<file path="src/rtl/data_sync_pkg.sv">
// Shared constants for the data_sync block: legal synchroniser depth and
// the enable-mode encoding used to pick the event condition.
package data_sync_pkg;

    localparam int NUM_STAGES_MIN = 2;
    localparam int NUM_STAGES_MAX = 8;

    typedef enum logic {
        LEVEL  = 1'b0,
        TOGGLE = 1'b1
    } en_mode_e;

    // Level mode fires on a rising edge of the synchronised enable, toggle mode on any edge.
    function automatic logic event_cond(en_mode_e mode, logic cur, logic prev);
        return (mode == TOGGLE) ? (cur ^ prev) : (cur & ~prev);
    endfunction

endpackage

</file>
<file path="src/rtl/data_sync_pulse_gen.sv">
// Edge detector on the synchronised enable: holds the one-cycle-delayed copy
// and produces the mode-selected event condition.
module pulse_gen
    import data_sync_pkg::*;
#(
    parameter en_mode_e MODE = LEVEL
) (
    input  logic CLK,
    input  logic RST,
    input  logic en_sync,
    output logic evt
);

    logic en_sync_d;

    always_ff @(posedge CLK or negedge RST) begin
        if (!RST) begin
            en_sync_d <= 1'b0;
        end else begin
            en_sync_d <= en_sync;
        end
    end

    assign evt = event_cond(MODE, en_sync, en_sync_d);

endmodule

</file>
<file path="src/rtl/data_sync.sv">
// Enable-qualified bus synchroniser: the enable crosses through a flop chain,
// and the bus is captured directly when the synchronised enable shows an event.
module data_sync
    import data_sync_pkg::*;
#(
    parameter int BUS_WIDTH   = 8,
    parameter int NUM_STAGES  = 2,
    parameter int TOGGLE_MODE = 0,
    parameter int CNT_WIDTH   = 8
) (
    input  logic                 CLK,
    input  logic                 RST,
    input  logic [BUS_WIDTH-1:0] unsync_bus,
    input  logic                 bus_enable,
    input  logic                 clr_err,
    output logic [BUS_WIDTH-1:0] sync_bus,
    output logic                 enable_pulse,
    output logic [CNT_WIDTH-1:0] evt_cnt,
    output logic                 bus_err
);

    // Handshake: bus_enable qualifies unsync_bus. The source holds the bus stable
    // while enable is asserted; each event captures once, there is no backpressure.

    localparam en_mode_e MODE = (TOGGLE_MODE != 0) ? TOGGLE : LEVEL;

    if (NUM_STAGES < NUM_STAGES_MIN || NUM_STAGES > NUM_STAGES_MAX) begin : g_bad_stages
        $error("data_sync: NUM_STAGES out of range");
    end

    logic [NUM_STAGES-1:0] sync_q;
    logic                  en_sync;
    logic                  evt;
    logic                  chk_pend;

    always_ff @(posedge CLK or negedge RST) begin
        if (!RST) begin
            sync_q <= '0;
        end else begin
            sync_q <= {sync_q[NUM_STAGES-2:0], bus_enable};
        end
    end

    assign en_sync = sync_q[NUM_STAGES-1];

    pulse_gen #(
        .MODE (MODE)
    ) u_pulse_gen (
        .CLK     (CLK),
        .RST     (RST),
        .en_sync (en_sync),
        .evt     (evt)
    );

    // The stability check compares against the current sync_bus, so a capture
    // landing in the same cycle is checked against the pre-capture value.
    always_ff @(posedge CLK or negedge RST) begin
        if (!RST) begin
            sync_bus     <= '0;
            enable_pulse <= 1'b0;
            evt_cnt      <= '0;
            bus_err      <= 1'b0;
            chk_pend     <= 1'b0;
        end else begin
            enable_pulse <= evt;
            chk_pend     <= evt;
            if (evt) begin
                sync_bus <= unsync_bus;
                if (evt_cnt != {CNT_WIDTH{1'b1}}) begin
                    evt_cnt <= evt_cnt + CNT_WIDTH'(1);
                end
            end
            if (chk_pend && (unsync_bus != sync_bus)) begin
                bus_err <= 1'b1;
            end else if (clr_err) begin
                bus_err <= 1'b0;
            end
        end
    end

endmodule

</file>
<file path="config.mk">
export PLATFORM = sky130hd
export DESIGN_NAME = data_sync
export DESIGN_NICKNAME = d
export VERILOG_FILES = /design/src/rtl/data_sync_pkg.sv /design/src/rtl/data_sync_pulse_gen.sv /design/src/rtl/data_sync.sv
export SDC_FILE = /design/constraint.sdc
export NUM_CORES = 1
export LEC_CHECK = 0
export BUFFER_PORTS_ARGS = -buffer_cell sky130_fd_sc_hd__buf_4
export CAP_MARGIN = 20
export CORE_UTILIZATION = 48
export DETAILED_ROUTE_END_ITERATION = 10
export HOLD_SLACK_MARGIN = 0.08
export PLACE_DENSITY = 0.88
export SYNTH_ARGS = -nofsm -noshare
export SYNTH_HDL_FRONTEND = slang
export SYNTH_SLANG_ARGS = --single-unit
</file>
<file path="constraint.sdc">
create_clock -name CLK -period 2.25 [get_ports CLK]
set_clock_uncertainty 0.1 [all_clocks]
set_input_delay 0.3375 -clock CLK [delete_from_list [all_inputs] [get_ports CLK]]
set_output_delay 0.3375 -clock CLK [all_outputs]
set_load 0.02 [all_outputs]
</file>
==> qor.yml <==
hold_depth: 2
core_area_um2: 1760
hold_viol_final: 0
yosys_warnings: 0
vdd_drop_max_uv: 557
die_x_um: 45.9
gp_congestion: 0.840
cts_buffers: 3
leakagePower_nw: 0.565
postRouteAntennaNets: 0
max_cap_viol_count: 0
status: "completed"
htreeDepth: 1
post-route-period-util: 0.796
post_cts_resized: 0
place_ws_ps: 505
critical_path.endpoint_type: "flip-flop"
wl_um: 1680
yosys-top-cells-area: "dfrtp_1, mux2_2, xnor2_1, nand4_1, a21oi_1"
drtIter0Drc: 24
tritoncts: "built"
p_per_area_nw_per_um2: 931
vias_per_cell: 5.22
critPathKind: "reg -> reg"
synth.distinct_cells: 23
max_freq_mhz: 559
final_nets: 121
clkLatencyLatePin_ps: 290
port_buffers: 29
finalSetupViolations: 0
clk_pin_slew_ps: 110
syn_to_final_growth_pct: 31.5
maxSlewViolCount: 0
antenna_cells: 0
hold_class: "in -> reg"
overflow: 0
grtUsageTotal: 0.187
grt_pass1_wl_um: 2710
final.setup.worst_slack_ps: 460
worst_pin_slew_ps: 291
firstDrtPassIters: 4
cts.sink_count: 21
ys_ff_latch: 21
row_count: 15
hold_path_end: "bus_err$_DFFE_PN0P_"
max_slew_margin: 0.805
arrival_ps: 1880
grt_max_degree: 22
syn_avg_cell_area_um2: 12.7
rrSetupSlack_ps: 460
grt_pass1_vias: 631
layout_common_cells: "buf_4, dfrtp_1, xnor2_1"
critPathMaxFanout: 5
rsz0062_at_grt: "false"
fin_tns_setup_ps: 0
timing.final.crit_period_ps: 1790
synth_top_cell_area_share: 0.568
antenna_found_initial: 0
syn_nets: 86
start_kind: "flip-flop"
reg2reg_from: "evt_cnt[0]$_DFFE_PN0P_"
synth_top_cell_by_area: "dfrtp_1"
synthCells: 73
hold_path_startpoint: "clr_err"
yosysSeqAreaShare: 0.568
start_util: 0.524
die-height_um: 45.9
dieArea_um2: 2110
synth_area_um2: 925
drive_gt1_frac: 0.430
ios: 30
required_ps: 2340
crit_start: "evt_cnt[0]$_DFFE_PN0P_"
wl_per_cell_um: 12.7
cts_buffer_depth: 2
num_vias: 689
final_common_cell: "buf_4"
r2r_cells: 5
drc: 0
root_buffer: "clkbuf_4"
r2r_end: "evt_cnt[1]$_DFFE_PN0P_"
==> flip-flops by register name (all words and copies together), names as in the netlist <==
register and flops:
evt_cnt 8, sync_bus 8, sync_q 2, bus_err 1
chk_pend 1, u_pulse_gen.en_sync_d 1
==> power breakdown <==
group,switching [mW],leakage (nW),internal (mW)
sequential,0.102,0.255,0.456
clock,0.106,0.0177,0.0661
combinational,0.199,0.293,0.202
total,0.407,0.565,0.725
==> Yosys cell counts <==
cell type / n
o21ai_0: 3
xor2_1: 1
nor3_1: 1
mux2_1: 1
xnor2_1: 10
clkbuf_2: 1
inv_1: 3
mux2_2: 9
nand4_2: 1
dfrtp_1: 21
buf_4: 1
nand2_1: 2
mux2i_1: 1
ha_1: 1
a41oi_1: 1
and4_4: 1
and3_2: 1
nand4_1: 4
nand3_1: 2
nor2b_1: 1
a21oi_1: 3
and3_1: 2
nor2_1: 2
==> metal layers <==
| metal | part of all wire | routed length (um) | global-route usage | up-vias |
|---|---|---|---|---|
| li1 | - | - | - | 327 |
| met1 | 0.43 | 728 | 0.237 | 346 |
| met2 | 0.53 | 891 | 0.301 | 14 |
| met3 | 0.029 | 48 | 0.0357 | 2 |
| met4 | 0.0071 | 12 | 0.0941 | 0 |
| met5 | 0 | 0 | 0 | - |
==> logic make-up (layout without fill, tap and decap cells) <==
logic type / after synthesis / count (layout) / share of synthesized area
muxes: 11 / 11 / 0.133
and+or+nand+nor: 17 / 17 / 0.114
adders and majority gates: 1 / 1 / 0.0135
buffers and inverters: 5 / 39 / 0.0257
AOI/OAI and AO/OA: 7 / 7 / 0.0419
DFF: 21 / 21 / 0.568
xor gates and xnor gates: 11 / 11 / 0.104
==> worst max-delay path, stage by stage, from the launching register on <==
cell and delay, ps:
dfrtp_1 450, ha_1 270, and4_4 270, nand4_2 140
nand2_1 140, mux2_1 320
==> how the worst max path moves through the flow <==
| stage | end |
|---|---|
| 3_3_place_gp | evt_cnt[1]$_DFFE_PN0P_ |
| 6_report | evt_cnt[1]$_DFFE_PN0P_ |
| 2_1_floorplan | evt_cnt[1]$_DFFE_PN0P_ |
| 3_5_place_dp | evt_cnt[1]$_DFFE_PN0P_ |
| 4_1_cts | evt_cnt[1]$_DFFE_PN0P_ |
| 5_1_grt | evt_cnt[1]$_DFFE_PN0P_ |
==> repair_timing <==
item                      CTS  global route
buffers inserted            0             0
hold endpoints to repair   22             0
hold buffers                2             0
==> layout make-up <==
| type | instances | area (um^2) |
|---|---|---|
| clock buffer | 3 | 22.5 |
| clock inverter | 1 | 5.00 |
| fill | 138 | 548 |
| inverter | 3 | 11.3 |
| multi-input combinational | 47 | 375 |
| sequential | 21 | 526 |
| tap | 25 | 31.3 |
| timing repair buffer | 32 | 245 |
==> per-stage QoR <==
stage	power [mW]	hold WS [ps]	instances	instance area, um^2	util
after floorplan	0.776	-58.1	73	925	-
after global placement	0.949	131	126	1170	0.662
after detailed placement	0.965	129	126	1170	0.662
after CTS	1.14	114	132	1220	0.689
after global routing	1.20	130	132	1220	0.689
final	1.13	116	132	1220	0.689
(Power assumes the default switching activity.)
